$ cat src/rtl/tt_lookup_engine.sv
// Runtime-programmable truth-table evaluator with a burst-load FSM and a 1-deep registered lookup stage.
// Optional feature: define TT_CHANGE_CNT_EN to add the change_cnt output-change counter.
module tt_lookup_engine #(
  parameter int unsigned IN_W  = 3,
  parameter int unsigned OUT_W = 3
) (
  input  logic             clk,
  input  logic             rst_n,
  input  logic             load_start,
  input  logic             cfg_valid,
  input  logic [OUT_W-1:0] cfg_data,
  output logic             load_busy,
  output logic             load_done,
  input  logic             in_valid,
  output logic             in_ready,
  input  logic [IN_W-1:0]  in_vec,
  output logic             out_valid,
  input  logic             out_ready,
  output logic [OUT_W-1:0] out_vec
`ifdef TT_CHANGE_CNT_EN
  ,
  output logic [15:0]      change_cnt
`endif
);

  localparam int unsigned DEPTH = 1 << IN_W;

  typedef enum logic {IDLE, LOAD} state_t;

  state_t           state, state_next;
  logic [IN_W-1:0]  addr;
  logic [OUT_W-1:0] tbl [DEPTH];
  logic             cfg_write;
  logic             last_write;
  logic             done_next;
  logic             accept;

  assign cfg_write  = (state == LOAD) && cfg_valid;
  assign last_write = cfg_write && (addr == '1);
  assign load_busy  = (state == LOAD);
  assign in_ready   = (state == IDLE) && (!out_valid || out_ready);
  assign accept     = in_valid && in_ready;

  always_ff @(posedge clk or negedge rst_n) begin
    if (!rst_n) state <= IDLE;
    else        state <= state_next;
  end

  // A restart in the same cycle as the final write suppresses the done pulse.
  always_comb begin
    state_next = state;
    done_next  = 1'b0;
    if (state == IDLE) begin
      if (load_start) state_next = LOAD;
    end else begin
      if (load_start) begin
        state_next = LOAD;
      end else if (last_write) begin
        state_next = IDLE;
        done_next  = 1'b1;
      end
    end
  end

  always_ff @(posedge clk or negedge rst_n) begin
    if (!rst_n) begin
      addr      <= '0;
      load_done <= 1'b0;
    end else begin
      load_done <= done_next;
      if (load_start)     addr <= '0;
      else if (cfg_write) addr <= addr + 1'b1;
    end
  end

  always_ff @(posedge clk or negedge rst_n) begin
    if (!rst_n) begin
      for (int unsigned i = 0; i < DEPTH; i++) tbl[i] <= '0;
    end else if (cfg_write) begin
      tbl[addr] <= cfg_data;
    end
  end

  always_ff @(posedge clk or negedge rst_n) begin
    if (!rst_n) begin
      out_valid <= 1'b0;
      out_vec   <= '0;
    end else if (accept) begin
      out_valid <= 1'b1;
      out_vec   <= tbl[in_vec];
    end else if (out_ready) begin
      out_valid <= 1'b0;
    end
  end

`ifdef TT_CHANGE_CNT_EN
  logic [OUT_W-1:0] prev_vec;
  logic             handshake;

  assign handshake = out_valid && out_ready;

  always_ff @(posedge clk or negedge rst_n) begin
    if (!rst_n) begin
      prev_vec   <= '0;
      change_cnt <= '0;
    end else begin
      if (handshake) prev_vec <= out_vec;
      if (load_start)
        change_cnt <= '0;
      else if (handshake && (out_vec != prev_vec) && (change_cnt != '1))
        change_cnt <= change_cnt + 16'd1;
    end
  end
`endif

endmodule

$ cat config.mk
export PLATFORM = sky130hd
export DESIGN_NAME = tt_lookup_engine
export DESIGN_NICKNAME = d
export VERILOG_FILES = /design/src/rtl/tt_lookup_engine.sv
export SDC_FILE = /design/constraint.sdc
export NUM_CORES = 1
export LEC_CHECK = 0
export BUFFER_PORTS_ARGS = -buffer_cell sky130_fd_sc_hd__buf_4
export CAP_MARGIN = 10
export CORE_MARGIN = 2
export CORE_UTILIZATION = 50
export CTS_CLUSTER_DIAMETER = 120
export DETAILED_ROUTE_END_ITERATION = 16
export GPL_ROUTABILITY_DRIVEN = 0
export PLACE_DENSITY = 0.79
export SLEW_MARGIN = 0
export SYNTH_ARGS = -nofsm -noshare
export SYNTH_HDL_FRONTEND = slang
export SYNTH_SLANG_ARGS = --single-unit
$ cat constraint.sdc
create_clock -name clk -period 1.4 [get_ports clk]
set_input_delay 0.07 -clock clk [delete_from_list [all_inputs] [get_ports clk]]
set_output_delay 0.07 -clock clk [all_outputs]
set_load 0.05 [all_outputs]
# After elaboration in Yosys (flattened, before gate mapping)
# Index checks and enable logic that the tools add are counted.
[totals]
ff_bits = 33
input_bits = 12
wordCells = 47
[op_classes]
mux = 17
reduce_logical = 9
n_eq_ne = 1
n_addsub = 1
bitwise_logic = 3
magnitude_cmp = 3
[ops]
columns = ["operator", "n"]
rows = [
  ["bitwise mux 24 bit", 1],
  ["2-to-1 mux 3 bit", 5],
  ["binary-select mux 3 bit (select 3 bit)", 1],
  ["demux 3 bit (select 3 bit)", 1],
  ["2-to-1 mux 1 bit", 9],
  ["greater-or-equal comparator 4 bit, second input constant", 2],
  ["inverter 3 -> 4 bit", 2],
  ["logical AND 1 bit", 5],
  ["less-than comparator 4 x 1 -> 1 bit, second input constant", 1],
  ["nonzero test 2 bit", 2],
  ["adder 3 x 1 -> 3 bit, second input constant", 1],
  ["== test 3 bit, second input constant", 1],
  ["zero test 1 bit", 1],
  ["logical OR 1 bit", 1],
  ["inverter 1 bit", 1],
]

# Logic depth before layout (Yosys ltp)
# Gate-level depths: netlist of run 1.
[logic_depth]
depth_word = 6
mapped_depth = 4
depth_no_buf = 4

# Least setup slack after synthesis of run 1
# OpenSTA, ideal clock, no wires.
[synth_timing]
path_kind = "reg2reg"
startpoint = "reg state, in the netlist load_busy"
endpoint = "reg tbl[21] (netlist name)"
path_slack_ns = -0.369
path_buffers = 1
arrival_ns = 1.644
stages_incl_launch_ff = 5
required_ns = 1.275
setup_ns = 0.125
path_cell_list = "dfrtp_1 buf_2 nand3b_1 or3_1 mux2_2"
[synth_via]
elab_chain_len = 1
[synth_lines]
columns = ["element", "line_no", "rtl"]
rows = [
  ["start, declared", "30", "state_t state, state_next;"],
  ["start signal, assigned", "46", "else state <= state_next;"],
  ["logical AND 1 bit", "38", "assign cfg_write = (state == LOAD) && cfg_valid;"],
  ["end signal, assigned by index", "80", "tbl[addr] <= cfg_data;"],
  ["end, declared", "32", "logic [OUT_W-1:0] tbl [DEPTH];"],
]
# Every way passes these cells.
# A chain may end at the register's enable or synchronous reset.

# Worst setup path after layout of run 1
[layout_timing]
startpoint = "reg addr[0]"
endpoint = "reg tbl[22] (netlist name)"
[layout_via]
elab_chain_len = 6
[layout_lines]
columns = ["element", "line_no", "rtl"]
rows = [
  ["start, declared", "31", "logic [IN_W-1:0] addr;"],
  ["start signal, assigned", "72", "else if (cfg_write) addr <= addr + 1'b1;"],
  ["inverter 3 -> 4 bit (not written as such) *", "80", ""],
  ["greater-or-equal comparator 4 bit (not written as such) or less-than comparator 4 x 1 -> 1 bit (tied branches)", "80", ""],
  ["logical AND 1 bit (not written as such)", "80", ""],
  ["2-to-1 mux 3 bit (not written as such)", "80", ""],
  ["demux 3 bit (select 3 bit) *", "80", ""],
  ["bitwise mux 24 bit *", "80", ""],
]
# Every way passes the cells marked *; elsewhere a longest branch is shown, timed or not.

==> impl_results.md, run 1 <==
- Maximum root-to-sink buffer count: 2
- Endpoints failing setup: 3
- CP cell instances: nand3b_1 > or3_4 > mux2_2
- Grt met3 use: 6.550%
- Vias/cell: around 5.5
- Overflow after GRT: 0
- M1 GR Usage: 24.49%
- H-Tree Depth: 2
- TritonRoute pass-1 iters: 4
- Fin worst setup slack: -0.01545 ns
- WL final: 2.793 mm
- Vias in the first global route: 993
- Die X: 59.01 um
- M2 GR Usage: a little under a third
- Final setup skew: 0.001661 ns
- Critical path's slowest cell: dfrtp_1
- Sum Neg Setup Slack: -0.03303 ns
- CTS tree: done
- Most common cell after layout, fill and taps aside: dfrtp_1
- Initial antenna violation count: 0
- Peak supply drop: 0.6814 mV
- Slew Viols, Final: 0
- Clk pin slew, worst setup/hold paths: 0.09 ns
- Cell count after synthesis: 111
- Slowest stage delay, CP: 0.39 ns
- DR iter-0 viols: 18
- Placed cell area: about 1700 sq um
- Leakage: ~0.87 nW
- Synth unique cells: 19
- Fill cell count: 225
- Minimum clock period: 1.415 ns
- Area of the multi-input gates: slightly below 700 sq um
- Worst Path Class, Setup: flop to flop
- Total track usage: 18.83%
- Syn_nets: 125
- Syn Area/Cell: between 10 and 15 sq um
- Outcome: finished with violations
- Number of synthesized register bits: 33
- Tcrit/Tclk final: 101.1%
- Fin nets: 154
- Post-layout util: about 65%
- Sequential fraction of the synthesis area: 54.59%
- Violated checks: setup timing
- Seq. cell area: 828.3 sq um
- Cell family with most CP delay: simple AND/OR/NAND/NOR gates
- Highest fanout seen on the critical path: 5
- Power density cells: approximately 1100 nW/um^2
- CP endpoint kind: flop
- GRT busiest layer: met2
- Slew @ Worst Pin: 0.4101 ns
- Die area: 3482 sq um
- Die H: 59.01 um
- Residual DRC: 0
- Hold Vio Cnt, Final: 0
- I/O Pins: 19
- Syn Std Cell Area: 1513 sq um
- Initial core utilization: 53.93%
- Yosys warns: 0
- Clk_lat worst skew: 0.33 ns
- Wire per inst: around 16 um
- First-pass GRT wire length: 4.712 mm
- Slew headroom: 72.66%
- Core area: around 2800 sq um
- Pre-CTS setup slack: 0.0002450 ns
- Port Buffer Count: 18
- CP Data Arrival Time: 1.64 ns
- Layout overhead on the synthesized area: 20.43%
- Clk sinks: 33
- Layout cells sized above 1: a little under half
- Clock root cell: clkbuf_4
- Fin area: around 1800 sq um
- Standard-cell rows: 19
- Post-CTS setup buffers: 0
- Total CTS buffers: 5
- Pin count of the biggest net entering global routing: 34
- F_max: 706.5 MHz
- Required @ worst endpoint: 1.62 ns
- Post-route ant nets: 0
- Commonest cells after routing, fill and taps aside: 31 x dfrtp_1, 22 x buf_4, 21 x mux2_2
- Worst path bufs/invs: 0
- Critical path launch point type: flop
- Worst Hold Class: primary input to flop
- MaxCap Viol Count: 0
- Vias: 952
- RSZ-0062 raised after global routing: true
- # diodes: 0
- Hpwl dp: slightly above 2 mm
path summary, 6_finish.rpt:
path / slack, ns / endpoint / depth (start not counted) / from
min in group asynchronous: 0.21 / out_valid / 2 / rst_n
max in group asynchronous: 0.88 / addr[1] / 2 / rst_n
hold / removal: 0.03 / addr[2] / 3 / cfg_valid
setup reg to reg: -0.02 / tbl[22] / 3 / addr[0]
hold reg to reg: 0.52 / tbl[12] / 1 / tbl[12]
setup / recovery: -0.02 / tbl[22] / 3 / addr[0]
registers in the layout, summed over array words and instances, names as in the netlist:
register,cells
tbl,24
load_done,1
out_valid,1
out_vec,3
load_busy,1
addr,3
synthesized netlist by cell type:
| cell | n | area [sq um] |
|---|---|---|
| or3_1 | 2 | 12.51 |
| or2_2 | 1 | 6.260 |
| inv_1 | 3 | 11.26 |
| nand2b_1 | 2 | 12.51 |
| nor3b_1 | 2 | 15.01 |
| buf_2 | 1 | 5.000 |
| ha_1 | 2 | 25.02 |
| nand2_1 | 6 | 22.52 |
| nor2_1 | 7 | 26.28 |
| dfrtp_1 | 33 | 825.8 |
| a21o_1 | 1 | 7.510 |
| mux4_2 | 3 | 67.56 |
| nor2b_1 | 1 | 6.260 |
| a21oi_1 | 3 | 15.01 |
| nand3_1 | 3 | 15.01 |
| nand3b_1 | 1 | 7.510 |
| buf_6 | 1 | 11.26 |
| mux2i_1 | 15 | 150.1 |
| mux2_2 | 24 | 270.3 |
layout make-up:
cell class                 count  area share, %
clock inverter                 1         0.2747
sequential                    33          45.47
inverter                       3         0.6181
clock buffer                   7          3.571
tap                           31          2.129
multi-input combinational     73          37.77
timing repair buffer          24          10.16
report_power, final:
part           total, mW  internal, mW  switching [mW]
clock              0.591         0.291           0.300
sequential          1.15          1.08          0.0733
combinational      0.351         0.199           0.153
total               2.09          1.56           0.526
tightest hold or removal path, stage by stage:
cell	delay (ns)
buf_4	0.13
nand3_1	0.06
a21oi_1	0.06
routing by layer:
metal,vias up,wire length (um)
met5,-,0
met3,6,114
met2,23,1371
met1,467,1265
li1,456,-
met4,0,42
metrics by stage:
step | instances | hold WS, ns | power [mW]
6_report | 172 | 0.02547 | 2.091
5_1_grt | 172 | 0.02284 | 2.212
4_1_cts | 172 | 0.01022 | 2.110
3_5_place_dp | 162 | 0.03125 | 1.509
3_3_place_gp | 162 | 0.02337 | 1.487
2_1_floorplan | 111 | -0.2256 | 1.378
what timing repair did:
| action | 4_1_cts | 5_1_grt |
|---|---|---|
| hold endpoints to repair | 38 | 0 |
| resized for setup | 2 | 4 |
| setup endpoints to repair | 8 | 18 |
| hold buffers | 2 | 0 |
| pin swaps | 0 | 1 |
logic make-up (layout without fill, tap and decap cells):
| family | after synthesis | count (layout) | share of synthesized area, % |
|---|---|---|---|
| adder cells (fa/ha/maj) | 2 | 2 | 1.654 |
| flip-flops | 33 | 33 | 54.59 |
| AO/OA/AOI/OAI | 4 | 4 | 1.489 |
| multiplexers | 42 | 42 | 32.26 |
| buffers and inverters | 5 | 35 | 1.819 |
| AND/OR/NAND/NOR | 25 | 25 | 8.189 |
Power figures use the tool's default switching activity.
==> run 2: changes to the inputs <==
- SKIP_CTS_REPAIR_TIMING: not set -> 1
==> run 2 against run 1 <==
Effect of this change:
- the flow still finishes with violations (setup timing)
- die area is the same
- first-iteration DRC count shrank 5.6%
- utilization is the same
- fmax grew 0.15%
- register-to-register slack is essentially flat
- critical path depth is the same
- sequential power is essentially flat
- combinational power is essentially flat
- via count shrank 0.11%
- count of clock-buffer cells in the layout is the same
- worst setup slack gained 0.0021 ns
==> impl_results.md, run 2 (synthesis gave the netlist of run 1 again) <==
- Outcome: finished with violations (unchanged)
- Violated checks: setup timing (unchanged)
- Combinational share of power: 16.8% (about the same)
- First-pass GRT wire length: 4.712 mm (unchanged)
- Sw power: 525.1 uW (was 526.5 uW)
- WL final: 2.807 mm (was 2.793 mm)
- Maximum root-to-sink buffer count: 2 (unchanged)
- Hold_sp: cfg_valid (unchanged)
- DR iter-0 viols: 17 (was 18)
- Pin count of the biggest net entering global routing: 34 (unchanged)
- Placed cell area: 1714 sq um (unchanged)
- Critical path's slowest cell: dfrtp_1 (unchanged)
- Hold path depth: 3 (unchanged)
- Fill cell count: 223 (was 225)
- Hpwl dp: 2.019 mm (unchanged)
- Slew @ Worst Pin: 0.4094 ns (was 0.4101 ns)
- R2r startpoint: addr[0] (unchanged)
- Total CTS buffers: 5 (unchanged)
- Commonest cells after routing, fill and taps aside: 31 x dfrtp_1, 22 x buf_4, 21 x mux2_2 (unchanged)
- Highest fanout seen on the critical path: 5 (unchanged)
- Port Buffer Count: 18 (unchanged)
- Fin worst setup slack: -0.01336 ns (was -0.01545 ns)
- Grt met3 use: 6.550% (unchanged)
- Clock root cell: clkbuf_4 (unchanged)
- Endpoints failing setup: 3 (unchanged)
- Slew Viols, Final: 0 (unchanged)
- Vias: 951 (was 952)
- CP endpoint kind: flop (unchanged)
- H-Tree Depth: 2 (unchanged)
- MaxCap Viol Count: 0 (unchanged)
- Overflow after GRT: 0 (unchanged)
- RSZ-0062 raised after global routing: true (unchanged)
- Layout overhead on the synthesized area: 20.43% (unchanged)
- Worst Hold Class: primary input to flop (unchanged)
- TritonRoute pass-1 iters: 4 (unchanged)
- Final setup skew: 0.002496 ns (was 0.001661 ns)
- Vias in the first global route: 989 (was 993)
- # diodes: 0 (unchanged)
- Die X: 59.01 um (unchanged)
- Hold Vio Cnt, Final: 0 (unchanged)
- Sequential fraction of design power: 55.0% (was 54.9%)
- Slew headroom: 72.71% (was 72.66%)
- FF-to-FF path depth: 3 (unchanged)
- CP Data Arrival Time: 1.64 ns (about the same)
- Minimum clock period: 1.413 ns (was 1.415 ns)
- Core area: 2805 sq um (unchanged)
- Sw frac: 25.12% (was 25.17%)
- Wire per inst: 16.32 um (was 16.24 um)
- Power density cells: 1147 nW/um^2 (was 1148 nW/um^2)
- Max reg flops: 24 (unchanged)
- Post-layout util: 64.94% (unchanged)
- Fin nets: 154 (unchanged)
- Worst Path Class, Setup: flop to flop (unchanged)
- Internal power: 1.565 mW (about the same)
- Most common cell after layout, fill and taps aside: dfrtp_1 (unchanged)
- I/O Pins: 19 (unchanged)
- Total track usage: 18.83% (unchanged)
- Tcrit/Tclk final: 101.0% (was 101.1%)
- Top reg by flops: tbl (unchanged)
- CTS tree: done (unchanged)
- Slowest stage delay, CP: 0.39 ns (about the same)
- Clock power share: 28.2% (was 28.3%)
- Required @ worst endpoint: 1.62 ns (about the same)
- Residual DRC: 0 (unchanged)
- Top flop regs: tbl: 24 flops, addr: 3 flops, out_vec: 3 flops (unchanged)
- Die area: 3482 sq um (unchanged)
- CP cell instances: nand3b_1 > or3_4 > mux2_2 (unchanged)
- Clk sinks: 33 (unchanged)
- Initial core utilization: 53.93% (unchanged)
- GRT busiest layer: met2 (unchanged)
- Critical path launch point type: flop (unchanged)
- Standard-cell rows: 19 (unchanged)
- M1 GR Usage: 24.49% (unchanged)
- Clk_lat worst skew: 0.33 ns (about the same)
- Initial antenna violation count: 0 (unchanged)
- Clk pin slew, worst setup/hold paths: 0.09 ns (about the same)
- Layout cells sized above 1: 46.10% (unchanged)
- F_max: 707.5 MHz (was 706.5 MHz)
- Fin area: 1822 sq um (unchanged)
- Post-route ant nets: 0 (unchanged)
- CP Launch Point: addr[0] (unchanged)
- Peak supply drop: 0.6818 mV (was 0.6814 mV)
- Die H: 59.01 um (unchanged)
- Leakage: 0.8709 nW (unchanged)
- Vias/cell: 5.529 (was 5.535)
- M2 GR Usage: 30.32% (unchanged)
==> run 2: cell type report <==
class | instances | area (sq um) | share of cell area [%]
Multi-Input combinational cell | 73 | 688.2 | 37.77
Tap cell | 31 | 38.79 | 2.129
Clock inverter | 1 | 5.005 | 0.2747
Sequential cell | 33 | 828.3 | 45.47
Clock buffer | 7 | 65.06 | 3.571
Timing Repair Buffer | 24 | 185.2 | 10.16
Inverter | 3 | 11.26 | 0.6181
==> run 2: power groups by stage <==
stage / logic, mW / registers [mW] / clock network (mW)
after floorplan: 0.209 / 1.17 / 0
after global placement: 0.329 / 1.16 / 0
after detailed placement: 0.343 / 1.17 / 0
after CTS: 0.344 / 1.15 / 0.615
after global routing: 0.387 / 1.16 / 0.662
final: 0.352 / 1.15 / 0.589
==> run 2: final timing paths <==
| path | endpoint | slack, ns |
|---|---|---|
| min in group asynchronous | out_valid | 0.21 |
| max in group asynchronous | addr[1] | 0.88 |
| hold reg to reg | tbl[12] | 0.52 |
| setup / recovery | tbl[22] | -0.01 |
| hold / removal | addr[2] | 0.03 |
| setup reg to reg | tbl[22] | -0.01 |
==> run 2: per-layer routing <==
metal	up-vias	wire length, um
met5	-	0
met4	0	42
met3	6	119
met2	25	1384
met1	464	1260
li1	456	-
==> run 2: through the flow <==
stage / std cells / hold WS (ns) / power (mW) / worst slack, ns / TNS, ns
3_3_place_gp: 162 / 0.02337 / 1.487 / 0.03726 / 0
4_1_cts: 170 / -0.3390 / 2.105 / -0.01784 / -0.09996
5_1_grt: 172 / 0.02303 / 2.212 / -0.06960 / -0.8072
3_5_place_dp: 162 / 0.03125 / 1.509 / 0.0002450 / 0
2_1_floorplan: 111 / -0.2256 / 1.378 / -0.1520 / -2.681
6_report: 172 / 0.02745 / 2.090 / -0.01336 / -0.02678
==> run 2: worst max-delay path: cells and delay by family (launching register included) <==
| kind | cells | cell delay, ns |
|---|---|---|
| mux | 1 | 0.28 |
| simple gates | 2 | 0.64 |
| flops | 1 | 0.39 |
